File: config.mk
export PLATFORM = sky130hd
export DESIGN_NAME = tinyqv_instr_prefetch
export DESIGN_NICKNAME = d
export VERILOG_FILES = /design/src/rtl/tinyqv_pkg.sv /design/src/rtl/tinyqv_hw_fifo.sv /design/src/rtl/tinyqv_instr_prefetch.sv
export SDC_FILE = /design/constraint.sdc
export NUM_CORES = 1
export LEC_CHECK = 0
export ABC_AREA = 1
export CAP_MARGIN = 20
export CORE_MARGIN = 4
export CORE_UTILIZATION = 40
export DETAILED_ROUTE_END_ITERATION = 12
export GPL_TIMING_DRIVEN = 1
export SYNTH_ARGS = -nofsm -noshare
export SYNTH_HDL_FRONTEND = slang
export SYNTH_SLANG_ARGS = --single-unit
File: constraint.sdc
create_clock -name clk -period 4.9 [get_ports clk]
set_clock_uncertainty 0.2 [all_clocks]
set_input_delay 0.49 -clock clk [delete_from_list [all_inputs] [get_ports clk]]
set_output_delay 0.49 -clock clk [all_outputs]
set_load 0.02 [all_outputs]
File: src/rtl/tinyqv_pkg.sv
// Shared definitions for the TinyQV instruction prefetch slice.
//
// Contents:
//   PF_DEPTH    - default number of halfword entries in the prefetch buffer
//   pf_state_e  - prefetch controller state encoding (RESTART / FETCH / FLUSH)
package tinyqv_pkg;

    localparam int PF_DEPTH = 4;

    typedef enum logic [1:0] {
        PF_RESTART = 2'd0,  // no fetch in progress, ask controller to start one
        PF_FETCH   = 2'd1,  // fetch running, incoming halfwords are buffered
        PF_FLUSH   = 2'd2   // stale fetch running, incoming halfwords are dropped
    } pf_state_e;

endpackage

File: src/rtl/tinyqv_hw_fifo.sv
// Halfword shift buffer used by the instruction prefetcher.
//
// Entry 0 is always the head; popping shifts the whole buffer down so the two
// head entries are available at fixed positions without any read pointer.
//
// Ports:
//   clk, rstn  - clock, asynchronous active-low reset
//   clr        - empty the buffer (takes priority over push/pop)
//   push       - append push_data at the tail
//   push_data  - 16-bit halfword to append
//   pop        - number of head entries to remove this cycle (0..2)
//   head0      - entry 0 (head)
//   head1      - entry 1
//   count      - number of valid entries
//
// The caller guarantees pop <= count and never pushes into a full buffer
// unless the same cycle pops at least one entry.
module tinyqv_hw_fifo #(
    parameter int DEPTH = 4,
    parameter int CW    = $clog2(DEPTH + 1)
) (
    input  logic          clk,
    input  logic          rstn,
    input  logic          clr,
    input  logic          push,
    input  logic [15:0]   push_data,
    input  logic [1:0]    pop,
    output logic [15:0]   head0,
    output logic [15:0]   head1,
    output logic [CW-1:0] count
);

    // Flat storage: entry i lives in bits [i*16 +: 16].
    logic [DEPTH*16-1:0] mem;
    logic [DEPTH*16-1:0] mem_next;
    logic [CW-1:0]       wr_idx;

    // The tail slot is computed after the pop has been applied.
    assign wr_idx = count - CW'(pop);

    always_comb begin
        mem_next = mem >> {pop, 4'b0000};
        for (int i = 0; i < DEPTH; i++) begin
            if (push && (wr_idx == CW'(i))) begin
                mem_next[i*16 +: 16] = push_data;
            end
        end
    end

    always_ff @(posedge clk or negedge rstn) begin
        if (!rstn) begin
            mem   <= '0;
            count <= '0;
        end else if (clr) begin
            // Stale contents are left in place; count alone defines validity.
            count <= '0;
        end else begin
            mem   <= mem_next;
            count <= count - CW'(pop) + CW'(push);
        end
    end

    assign head0 = mem[15:0];
    assign head1 = mem[31:16];

endmodule

File: src/rtl/tinyqv_instr_prefetch.sv
// Instruction prefetch buffer for TinyQV.
//
// Requests halfwords from the memory controller, buffers them and presents the
// two oldest to the CPU. A CPU jump flushes the buffer and redirects the fetch.
//
// Ports:
//   clk, rstn            - clock, asynchronous active-low reset
//   instr_jump           - CPU redirect, flushes the buffer
//   instr_jump_addr      - redirect halfword address [23:1]
//   instr_consume        - halfwords taken by the CPU this cycle (0..2)
//   instr_data_out       - {entry1, entry0}, entry0 is the head
//   instr_count          - valid halfwords held
//   instr_pc             - address of the head entry
//   instr_addr           - next halfword fetch address to the memory controller
//   instr_fetch_restart  - request a fetch start at instr_addr
//   instr_fetch_stall    - ask the memory controller to hold
//   instr_fetch_started  - pulse: controller began a fetch
//   instr_fetch_stopped  - pulse: controller ended a fetch
//   instr_data           - fetched halfword
//   instr_ready          - instr_data valid this cycle
//   dbg_state            - current controller state (pf_state_e encoding)
//
// Handshake: instr_ready is a one-cycle strobe with no back-pressure; the
// prefetcher throttles the controller with instr_fetch_stall one entry ahead
// of full, and the CPU's instr_consume is a same-cycle take of up to two
// entries, clamped to what is held.
module tinyqv_instr_prefetch
    import tinyqv_pkg::*;
#(
    parameter logic [23:1] RESET_ADDR = 23'h000000,
    parameter int          DEPTH      = PF_DEPTH
) (
    input  logic        clk,
    input  logic        rstn,
    input  logic        instr_jump,
    input  logic [23:1] instr_jump_addr,
    input  logic [1:0]  instr_consume,
    output logic [31:0] instr_data_out,
    output logic [2:0]  instr_count,
    output logic [23:1] instr_pc,
    output logic [23:1] instr_addr,
    output logic        instr_fetch_restart,
    output logic        instr_fetch_stall,
    input  logic        instr_fetch_started,
    input  logic        instr_fetch_stopped,
    input  logic [15:0] instr_data,
    input  logic        instr_ready,
    output logic [1:0]  dbg_state
);

    localparam int CW = $clog2(DEPTH + 1);
    localparam logic [CW-1:0] FULL_C  = CW'(DEPTH);
    localparam logic [CW-1:0] STALL_C = CW'(DEPTH - 1);

    pf_state_e     state;
    logic          active;     // controller has started and not yet stopped
    logic          jump_q;     // jump seen last cycle
    logic [CW-1:0] count;
    logic [1:0]    pop;
    logic          push;
    logic          fetch_live;
    logic [15:0]   head0;
    logic [15:0]   head1;

    // CPU may ask for more than is held; only take what exists.
    assign pop = (CW'(instr_consume) > count) ? count[1:0] : instr_consume;

    // A full buffer still accepts data when the CPU frees a slot this cycle.
    assign push = (state == PF_FETCH) && instr_ready && !instr_jump &&
                  ((count != FULL_C) || (pop != 2'd0));

    // A start pulse arriving with the jump belongs to the old fetch stream.
    assign fetch_live = active || instr_fetch_started;

    tinyqv_hw_fifo #(
        .DEPTH (DEPTH),
        .CW    (CW)
    ) u_fifo (
        .clk       (clk),
        .rstn      (rstn),
        .clr       (instr_jump),
        .push      (push),
        .push_data (instr_data),
        .pop       (pop),
        .head0     (head0),
        .head1     (head1),
        .count     (count)
    );

    always_ff @(posedge clk or negedge rstn) begin
        if (!rstn) begin
            state      <= PF_RESTART;
            active     <= 1'b0;
            jump_q     <= 1'b0;
            instr_addr <= RESET_ADDR;
            instr_pc   <= RESET_ADDR;
        end else begin
            jump_q <= instr_jump;

            if (instr_fetch_started) begin
                active <= 1'b1;
            end else if (instr_fetch_stopped) begin
                active <= 1'b0;
            end

            if (instr_jump) begin
                instr_addr <= instr_jump_addr;
                instr_pc   <= instr_jump_addr;
                state      <= fetch_live ? PF_FLUSH : PF_RESTART;
            end else begin
                instr_pc <= instr_pc + 23'(pop);
                if (push) begin
                    instr_addr <= instr_addr + 23'd1;
                end
                case (state)
                    PF_RESTART: begin
                        // Start pulse right after a jump answers the old request.
                        if (instr_fetch_started) begin
                            state <= jump_q ? PF_FLUSH : PF_FETCH;
                        end
                    end
                    PF_FETCH: begin
                        if (instr_fetch_stopped) state <= PF_RESTART;
                    end
                    PF_FLUSH: begin
                        if (instr_fetch_stopped) state <= PF_RESTART;
                    end
                    default: state <= PF_RESTART;
                endcase
            end
        end
    end

    assign instr_fetch_restart = (state != PF_FETCH);
    assign instr_fetch_stall   = (state == PF_FLUSH) || (count >= STALL_C);
    assign instr_count         = 3'(count);
    assign instr_data_out      = {head1, head0};
    assign dbg_state           = state;

endmodule

==> metrics.csv <==
metric,value,unit
CP peak stage delay,520,ps
htree depth,4,
WL met1,10.79,mm
Layout Nets,1345,
Root Driver,clkbuf_16,
Mapped Area,0.008137,mm^2
crit path time final,3975,ps
Synth Register Bits,117,
max-cap violation count,0,
grt ovf,0,
Total GRT Usage,23.86,%
CTS clock-pin slew for the worst setup and hold paths,60,ps
fmax,251.6,MHz
CP Data Arrival Time,4130,ps
Post-synth EDFFs,0,
Final Max Tran Viols,0,
worst path buffer plus inverter count,3,
Fill cells,1920,
placed cell count,1530,
Routed Antenna Nets,0,
Hold Slack,-41.55,ps
CP startpoint kind,input port,
end-of-flow core utilization,50.49,%
Rows,51,
CTS Buf Count,17,
Final Hold Viols,13,
Comb pwr share,46.6,%
global-route wire length before repair,42.18,mm
I/O pin count,132,
hpwl dp,17.97,mm
"most common cell after layout, fill and taps aside",nand2_1,
register area share after synthesis,35.98,%
RSZ-0062 raised after global routing,false,
PortBufs,131,
diode count,0,
vias per cell,5.318,
Net Sw Frac,44.43,%
largest net degree at the start of global routing,72,
Finish-stage setup viols,0,
Worst Hold Class,in -> async,
"most used cell, CP",nand2_2,
failing checks,hold timing,
slew at the pin with the worst max-slew slack,865.8,ps
Pwr Total,0.005113,W
Net Switching,0.002271,W
most frequent cells in the layout,"nand2_1, nand3_1, clkdlybuf4s50_1",
slowest library cell on the worst path,clkdlybuf4s50_1,
fin crit share,81.12,%
status,"complete, but fails checks",
vias in the first global route,8090,
maximum fanout along the worst path,17,
Yosys cell types,37,
Die ar.,0.02269,mm^2
CP required,5060,ps
DP Worst Slack,483.7,ps
Ys Warns,0,
Internal Power,0.002841,W
metal3 WL,1.640,mm
Setup TNS Final,0,ps
clock group share of total power,26.6,%
DR iter-0 viols,650,
clk buf depth,2,
Avg Inst Size Synth,6.713,um^2
Post-Syn Nets,1273,
Static Leak,4.996,nW
non-filler instance count after layout,1562,
First-pass DRT Iterations,5,
Worst setup EP type,register,
Die W,150.6,um
Pwr Density,513.6,mW/mm^2
Clock Latency Late Sink,420,ps
Post-CTS Resized,0,
drt wl/cell,16.90,um
Post-route DRC,0,
power share of the sequential group,26.9,%
Routability Congestion,0.9170,
layout cells sized above 1,6.399,%
Crit Path Class,in -> reg,
DRT Wirelength,26.39,mm
Top Metal Used,met4,
top_reg_cell synth,dfrtp_1,
crit-path cells,clkdlybuf4s50_1 > inv_1 > ha_1 > nand2_1 > nand2_2 > nand2_2 > nand2_2 > nand2_2 > ha_1 > inv_1 > ha_1 > o21ai_1 > nand2_2 > nor3_4 > nand3_2 > nand2_1 > nand3_1 > nand2_1,
Post-synth ARST share,100.0,%
"delay-heaviest family, CP",simple AND/OR/NAND/NOR gates,
area grow syn2layout,22.34,%
initial antenna violation count,0,
cts hold-fix bufs,0,
setup repair bufs after CTS,0,
Relative slew margins,42.28,%
DIE HEIGHT,150.6,um
CTS tree,yes,
Worst VDD drop,0.0003238,V
Post-Synthesis Cells,1212,
Vias,8306,
effective utilization at floorplan,41.27,%
core box area,0.01972,mm^2
Num Clock Sinks,117,
PnR worst setup slack,925.4,ps
Met2 Wirelength,12.81,mm
-- per-layer routing --
layer / vias to the layer above / GRT usage, %
met4: 0 / 12.10
met1: 3869 / 29.12
met5: - / 0
li1: 4065 / -
met3: 76 / 5.027
met2: 296 / 39.85
-- power groups by stage --
stage | Combinational (W) | Sequential (W) | Clock [W]
6_report | 0.00238 | 0.00137 | 0.00136
3_5_place_dp | 0.00237 | 0.00139 | 0
5_1_grt | 0.00262 | 0.00141 | 0.00142
2_1_floorplan | 0.00163 | 0.00141 | 0
3_3_place_gp | 0.00234 | 0.00139 | 0
4_1_cts | 0.00237 | 0.00137 | 0.00138
-- final timing paths --
check	start	to	slack, ps	cells past startpoint
worst max-delay path	instr_consume[1]	u_fifo.mem[48]	930	18
worst min-delay path	rstn	u_fifo.mem[42]	-40	1
worst max register to register	u_fifo.count[1]	u_fifo.mem[48]	1120	16
worst min register to register	u_fifo.mem[2]	u_fifo.mem[2]	270	2
max in group asynchronous	rstn	u_fifo.mem[22]	3610	2
min in group clk	u_fifo.mem[2]	u_fifo.mem[2]	270	2
-- area by class of cell --
cell class	instances	area (um^2)	area share, %
flip-flops and latches	117	2928	29.41
well taps	265	331.6	3.331
multi-input cells	890	4217	42.36
inverters	110	412.9	4.148
clock buffers	21	460.4	4.625
repair buffers	148	1431	14.38
clock inverters	11	173.9	1.747
-- metrics by stage --
step / hold slack, ps / cell area (um^2)
detailed placement: 263.6 / 9320
global placement: 264.6 / 9320
global route: 42.21 / 9955
finish: -41.55 / 9955
floorplan: -5.591 / 8137
CTS: 0.7997 / 9955
-- state kept, by name, summed over array words and instances (netlist names) --
register / cells
u_fifo.mem: 64
instr_addr: 23
instr_pc: 23
u_fifo.count: 3
dbg_state: 2
active: 1
jump_q: 1
-- cells in the mapped netlist (2+ instances only) --
library cell	n	area, um^2
nand2_1	459	1723
nand3_1	194	970.9
dfrtp_1	117	2928
inv_1	101	379.1
nand4_1	70	437.9
nor2_1	41	153.9
buf_4	37	277.8
o21ai_0	31	155.2
clkbuf_1	24	90.09
buf_2	21	105.1
ha_1	13	162.7
nor3_1	11	55.05
a21oi_1	9	45.04
nand2_2	9	56.30
buf_6	8	90.09
xnor2_1	8	70.07
inv_2	7	26.28
xor2_1	7	61.31
nand3_2	6	60.06
buf_1	5	18.77
nor2_2	5	31.28
o31ai_1	4	30.03
a31oi_1	3	18.77
o21ai_1	3	15.01
clkinv_1	2	7.510
nand3b_1	2	15.01
nor3_4	2	32.53
o211ai_1	2	15.01
o21bai_1	2	15.01
or2_2	2	12.51
-- kinds of logic after synthesis --
kind of cell	count (synthesis)	synth area share (%)
adders and majority gates	14	2.245
and+or+nand+nor	803	43.84
buffers and inverters	205	12.23
AOI/OAI and AO/OA	58	4.090
xor gates and xnor gates	15	1.615
DFF	117	35.98
(Power assumes the default switching activity.)
